File: config.mk
export PLATFORM = sky130hd
export DESIGN_NAME = post_adder_simd_pipe
export DESIGN_NICKNAME = d
export VERILOG_FILES = /design/src/rtl/post_add_pkg.sv /design/src/rtl/post_add_lane.sv /design/src/rtl/post_adder_simd_pipe.sv
export SDC_FILE = /design/constraint.sdc
export NUM_CORES = 1
export LEC_CHECK = 0
export CAP_MARGIN = 5
export CORE_ASPECT_RATIO = 0.8
export CORE_MARGIN = 2
export CORE_UTILIZATION = 50
export CTS_CLUSTER_SIZE = 30
export DETAILED_ROUTE_END_ITERATION = 10
export DONT_BUFFER_PORTS = 1
export HOLD_SLACK_MARGIN = 0.08
export SLEW_MARGIN = 0
export SYNTH_ARGS = -nofsm -noshare
export SYNTH_HDL_FRONTEND = slang
export SYNTH_SLANG_ARGS = --single-unit
File: constraint.sdc
create_clock -name clk -period 3.9 [get_ports clk]
set_input_delay 0.78 -clock clk [delete_from_list [all_inputs] [get_ports clk]]
set_output_delay 0.78 -clock clk [all_outputs]
set_load 0.02 [all_outputs]
File: src/rtl/post_add_pkg.sv
// Shared constants and helpers for the SIMD post-adder pipeline.
// Lane-width helper, op encodings and lane-count legality check.
package post_add_pkg;

    localparam logic OP_ADD = 1'b0;
    localparam logic OP_SUB = 1'b1;
    localparam logic Z_EXT  = 1'b0;
    localparam logic Z_ACC  = 1'b1;

    function automatic bit lanes_legal(int c_width, int lanes);
        return ((lanes == 1) || (lanes == 2) || (lanes == 4)) &&
               (c_width >= lanes) && ((c_width % lanes) == 0);
    endfunction

    function automatic int lane_width(int c_width, int lanes);
        return c_width / lanes;
    endfunction

endpackage

File: src/rtl/post_add_lane.sv
// One LW-bit add/sub lane with carry/borrow out.
// POST_ADD_OVF_EN adds a two's-complement overflow flag.
module post_add_lane
    import post_add_pkg::*;
#(
    parameter int LW = 48
) (
    input  logic [LW-1:0] z,
    input  logic [LW-1:0] x,
    input  logic          cin,
    input  logic          op_sub,
    output logic [LW-1:0] r,
`ifdef POST_ADD_OVF_EN
    output logic          ovf,
`endif
    output logic          cy
);

    logic [LW:0] xc;
    logic [LW:0] res;

    assign xc  = {1'b0, x} + {{LW{1'b0}}, cin};
    assign res = (op_sub == OP_SUB) ? ({1'b0, z} - xc)
                                    : ({1'b0, z} + xc);
    assign r   = res[LW-1:0];
    assign cy  = res[LW];

`ifdef POST_ADD_OVF_EN
    // Two guard bits hold the exact signed result; overflow if they disagree.
    logic [LW+1:0] zs;
    logic [LW+1:0] xs;
    logic [LW+1:0] rs;

    assign zs  = {{2{z[LW-1]}}, z};
    assign xs  = {{2{x[LW-1]}}, x} + {{(LW+1){1'b0}}, cin};
    assign rs  = (op_sub == OP_SUB) ? (zs - xs) : (zs + xs);
    assign ovf = (rs[LW+1:LW-1] != 3'b000) && (rs[LW+1:LW-1] != 3'b111);
`endif

endmodule

File: src/rtl/post_adder_simd_pipe.sv
// SIMD post-adder with accumulator and valid-tracked output pipeline.
// Optional per-lane overflow output under macro POST_ADD_OVF_EN.
module post_adder_simd_pipe
    import post_add_pkg::*;
#(
    parameter int C_WIDTH    = 48,
    parameter int LANES      = 1,
    parameter int OUT_STAGES = 1
) (
    input  logic               clk,
    input  logic               rst_n,
    input  logic               ce,
    input  logic               sync_clr,
    input  logic               in_valid,
    input  logic               op_sub,
    input  logic               op_acc,
    input  logic               cin,
    input  logic [C_WIDTH-1:0] x_in,
    input  logic [C_WIDTH-1:0] z_in,
    output logic [C_WIDTH-1:0] p_out,
    output logic [LANES-1:0]   carry_out,
`ifdef POST_ADD_OVF_EN
    output logic [LANES-1:0]   ovf,
`endif
    output logic               out_valid
);

    localparam int LW = lane_width(C_WIDTH, LANES);

    if (!lanes_legal(C_WIDTH, LANES) || (OUT_STAGES < 0) ||
        (OUT_STAGES > 4)) begin : g_bad_cfg
        $error("post_adder_simd_pipe: illegal LANES/C_WIDTH/OUT_STAGES");
    end

    logic [C_WIDTH-1:0] acc_q;
    logic [LANES-1:0]   cy_q;
    logic               v0_q;
    logic [C_WIDTH-1:0] z_sel;
    logic [C_WIDTH-1:0] sum;
    logic [LANES-1:0]   cy_nxt;
`ifdef POST_ADD_OVF_EN
    logic [LANES-1:0]   ovf_nxt;
    logic [LANES-1:0]   ovf_q;
`endif

    // Feedback comes from the accumulator itself, never from p_out.
    assign z_sel = (op_acc == Z_ACC) ? acc_q : z_in;

    for (genvar g = 0; g < LANES; g++) begin : g_lane
        post_add_lane #(
            .LW(LW)
        ) u_lane (
            .z      (z_sel[g*LW +: LW]),
            .x      (x_in[g*LW +: LW]),
            .cin    ((g == 0) ? cin : 1'b0),
            .op_sub (op_sub),
            .r      (sum[g*LW +: LW]),
`ifdef POST_ADD_OVF_EN
            .ovf    (ovf_nxt[g]),
`endif
            .cy     (cy_nxt[g])
        );
    end

    always_ff @(posedge clk or negedge rst_n) begin
        if (!rst_n) begin
            acc_q <= '0;
            cy_q  <= '0;
            v0_q  <= 1'b0;
        end else if (sync_clr) begin
            acc_q <= '0;
            cy_q  <= '0;
            v0_q  <= 1'b0;
        end else if (ce) begin
            if (in_valid) begin
                acc_q <= sum;
                cy_q  <= cy_nxt;
            end
            v0_q <= in_valid;
        end
    end

`ifdef POST_ADD_OVF_EN
    always_ff @(posedge clk or negedge rst_n) begin
        if (!rst_n) begin
            ovf_q <= '0;
        end else if (sync_clr) begin
            ovf_q <= '0;
        end else if (ce && in_valid) begin
            ovf_q <= ovf_nxt;
        end
    end
`endif

    if (OUT_STAGES == 0) begin : g_direct
        assign p_out     = acc_q;
        assign carry_out = cy_q;
        assign out_valid = v0_q;
`ifdef POST_ADD_OVF_EN
        assign ovf       = ovf_q;
`endif
    end else begin : g_pipe
        logic [OUT_STAGES-1:0][C_WIDTH-1:0] p_q;
        logic [OUT_STAGES-1:0][LANES-1:0]   c_q;
        logic [OUT_STAGES-1:0]              v_q;

        always_ff @(posedge clk or negedge rst_n) begin
            if (!rst_n) begin
                p_q <= '0;
                c_q <= '0;
                v_q <= '0;
            end else if (sync_clr) begin
                p_q <= '0;
                c_q <= '0;
                v_q <= '0;
            end else if (ce) begin
                p_q[0] <= acc_q;
                c_q[0] <= cy_q;
                v_q[0] <= v0_q;
                for (int i = 1; i < OUT_STAGES; i++) begin
                    p_q[i] <= p_q[i-1];
                    c_q[i] <= c_q[i-1];
                    v_q[i] <= v_q[i-1];
                end
            end
        end

        assign p_out     = p_q[OUT_STAGES-1];
        assign carry_out = c_q[OUT_STAGES-1];
        assign out_valid = v_q[OUT_STAGES-1];

`ifdef POST_ADD_OVF_EN
        logic [OUT_STAGES-1:0][LANES-1:0] o_q;

        always_ff @(posedge clk or negedge rst_n) begin
            if (!rst_n) begin
                o_q <= '0;
            end else if (sync_clr) begin
                o_q <= '0;
            end else if (ce) begin
                o_q[0] <= ovf_q;
                for (int i = 1; i < OUT_STAGES; i++) begin
                    o_q[i] <= o_q[i-1];
                end
            end
        end

        assign ovf = o_q[OUT_STAGES-1];
`endif
    end

endmodule

==> flow_metrics.py <==
metrics = {
    "run_status": {
        "status": "finished with violations",
        "violations": "negative setup slack",
    },
    "power": {
        "finalPower_w": 0.004274,
        "p_per_area_nw_per_um2": 305.3,
        "leakagePower_nw": 6.508,
        "vdd_drop_max_mv": 0.2325,
    },
    "global_route": {
        "grt_pass1_vias": 9397,
        "gr-total-overflow": 0,
        "track_usage_pct": 31.07,
        "antenna_found_initial": 0,
        "grt_pass1_wl_mm": 51.16,
        "grt_max_degree": 101,
    },
    "routing": {
        "drc": 0,
        "wl_met2_mm": 13.22,
        "firstDrtPassIters": 7,
        "routed_wl_mm": 33.24,
        "via_per_inst": 5.821,
        "first_iter_violations": 914,
        "routed.top_layer": "met4",
        "via_count": 10250,
        "wirelength_met1_mm": 16.80,
        "avgRoutedWirePerCell_um": 18.87,
        "met3_length_mm": 2.969,
        "ant_nets": 0,
    },
    "floorplanning": {
        "initial_core_util_pct": 51.36,
        "ioPinCount": 154,
        "dieWidth_um": 160.6,
        "rows": 45,
        "die-height_um": 129.2,
        "dieArea_um2": 20750,
        "core_area_um2": 19090,
    },
    "job": {
        "cap_violations": 0,
    },
    "finish": {
        "design_area_um2": 14000,
        "multiInputGateArea_um2": 7905,
        "mostFrequentLayoutCells": "351 x buf_4, 104 x nor2_1, 100 x dfrtp_1",
        "drive_gt1_share_pct": 40.39,
        "fillers": 1448,
        "final_common_cell": "buf_4",
        "regArea_um2": 2502,
        "final_core_util_pct": 73.35,
        "nNetsFinal": 1654,
        "area_growth_pct": 42.81,
        "antenna_cells": 0,
    },
    "timing": {
        "finalHoldViolations": 0,
        "clock_skew_ns": 0.01125,
        "worst_slew_pin_slew_ns": 1.102,
        "finalSetupViolCount": 40,
        "fin_crit_sh_pct": 128.5,
        "clock.fmax_mhz": 199.6,
        "relSlewSlack_pct": 26.24,
        "worst_slack_ns": -1.110,
        "min_period_ns": 5.010,
        "fin_tns_setup_ns": -27.65,
        "rsz0062_at_grt": "yes",
        "slew_violations": 0,
    },
    "logic_synthesis": {
        "yosys.cell_types.count": 70,
        "avgSynthCellArea_um2": 8.238,
        "ys_ff_latch": 100,
        "synth_cells": 1190,
        "yosys_warnings": 0,
        "synth-edff-count": 0,
        "yosysSeqAreaShare_pct": 25.53,
        "synth_top_flop_cell": "dfrtp_1",
        "async_reset_ff_share_pct": 100.0,
        "synth_area_um2": 9803,
        "synth_fp_nets": 1346,
    },
    "setup_path": {
        "r2r-end": "acc_q[43]",
        "cpPeakStageDelay_ns": 0.46,
        "path_class": "in -> reg",
        "critPathLaunchType": "primary input",
        "rrSetupSlack_ns": 0.22,
        "timing.rr.start": "acc_q[1]",
        "cp_slowest_cell": "or4b_4",
        "critical_path.max_fanout": 6,
        "reg2regPathDepth": 14,
        "cp_cell_sequence": "ha_4 -> nand4_4 -> nor3_4 -> buf_6 -> and4_4 -> or4b_4 -> a21oi_2 -> and3_4 -> and3_4 -> mux2i_1 -> o22ai_1 -> xnor2_1 -> ha_1 -> nand2_2 -> nor2_4 -> nand4_1 -> nor3_2 -> o21ai_1 -> and3_1 -> a211oi_4 -> xnor2_2 -> nor3_2 -> a2111oi_2 -> o21ai_2",
        "endpoint_kind": "flop",
        "cp_data_arrival_time_ns": 5.24,
        "required_ns": 4.13,
    },
    "clock_tree": {
        "cts.sink_count": 100,
        "clkTransAtPathRegs_ns": 0.08,
        "cts_max_path_buffers": 2,
        "cts_buffers": 9,
        "cts_tree": "yes",
        "root_buffer": "clkbuf_16",
        "clkLatencyLatePin_ns": 0.37,
        "htree_levels": 3,
    },
    "placement": {
        "place.port_buffers": 0,
        "dp_slack_ns": -1.672,
        "place_hpwl_mm": 24.96,
        "dpl_cell_area_um2": 12510,
        "globalplace.congestion": 0.9223,
    },
    "worst_hold_path": {
        "hold_path.class": "in -> async",
    },
}
[synth_stat cells, drive strengths merged, types with 3 or more instances]
cell type	number	area (um^2)
clkbuf	50	187.7
mux2i	56	560.5
o41ai	3	26.28
o211ai	10	75.07
a21boi	4	30.02
and3b	3	26.28
or3	10	62.56
o21a	8	60.06
nor3	32	186.4
and3	26	168.9
o31ai	12	90.09
inv	26	97.59
and4	16	142.6
nand2	92	345.3
a311oi	5	43.79
xnor2	74	648.1
mux2	48	540.5
nand4	36	255.2
a211oi	9	67.56
or4	4	30.03
o21ai	65	329.1
ha	51	638.1
nand2b	7	43.79
or2	3	18.77
xor2	58	508.0
a31o	5	43.79
buf	25	121.4
a31oi	15	93.84
and2	10	62.56
nor2	115	434.2
nor2b	4	25.02
a21o	32	240.2
a221o	4	40.04
nor4	10	62.56
nand3	41	210.2
dfrtp	100	2502
o21bai	15	112.6
nand4b	5	43.79
a21oi	77	389.1
[critical path: cells and delay by family]
family	cells	cell delay, ns
AOI/OAI and AO/OA	6	0.96
xor gates and xnor gates	2	0.32
adders and majority gates	2	0.47
buffers and inverters	1	0.15
muxes	1	0.20
and+or+nand+nor	12	2.34
[through the flow]
stage,instances,hold WS [ns]
finish,1761,0.09912
global route,1761,0.08875
CTS,1737,0.09328
detailed placement,1689,0.4866
global placement,1689,0.4830
floorplan,1190,0.4621
[metal layers]
metal | vias up | track usage [%]
met5 | - | 0
met4 | 0 | 4.452
met3 | 23 | 6.050
met2 | 382 | 41.89
met1 | 4892 | 50.95
li1 | 4953 | -
[power by group]
group,total (W),switching (W),internal (W)
combinational,0.00213,0.00102,0.00111
sequential,0.00122,0.000101,0.00112
clock,0.000923,0.000475,0.000449
[repair_timing]
action | in CTS | in global routing
pin swaps | 59 | 76
resized for setup | 75 | 79
setup endpoints to repair | 38 | 40
buffers inserted | 34 | 27
cloned | 0 | 0
hold buffers | 0 | 0
[flip-flops by register name, indices dropped and copies added (netlist names)]
name,count
acc_q,48
p_out,48
cy_q,1
v0_q,1
out_valid,1
carry_out,1
[worst max path at each step]
| stage | startpoint | endpoint | slack (ns) |
|---|---|---|---|
| 2_1_floorplan | cin | cy_q | -1.44 |
| 3_3_place_gp | cin | cy_q | -1.48 |
| 3_5_place_dp | cin | cy_q | -1.67 |
| 4_1_cts | cin | cy_q | -1.01 |
| 5_1_grt | cin | cy_q | -1.46 |
| 6_report | cin | cy_q | -1.11 |
[area by class of cell]
type | instances | area share (%)
clock inverters | 7 | 0.4737
clock buffers | 9 | 1.609
well taps | 258 | 2.306
inverters | 26 | 0.6971
multi-input cells | 989 | 56.47
repair buffers | 372 | 20.57
flip-flops and latches | 100 | 17.87
[logic make-up after synthesis]
group	count (synthesis)	share of synthesized area, %
AND/OR/NAND/NOR	419	22.11
adder cells (fa/ha/maj)	52	6.713
flip-flops	100	25.53
AO/OA/AOI/OAI	282	18.48
multiplexers	104	11.23
buffers and inverters	101	4.148
XOR/XNOR	132	11.79
Note: power is estimated with default switching activity, not from simulation.
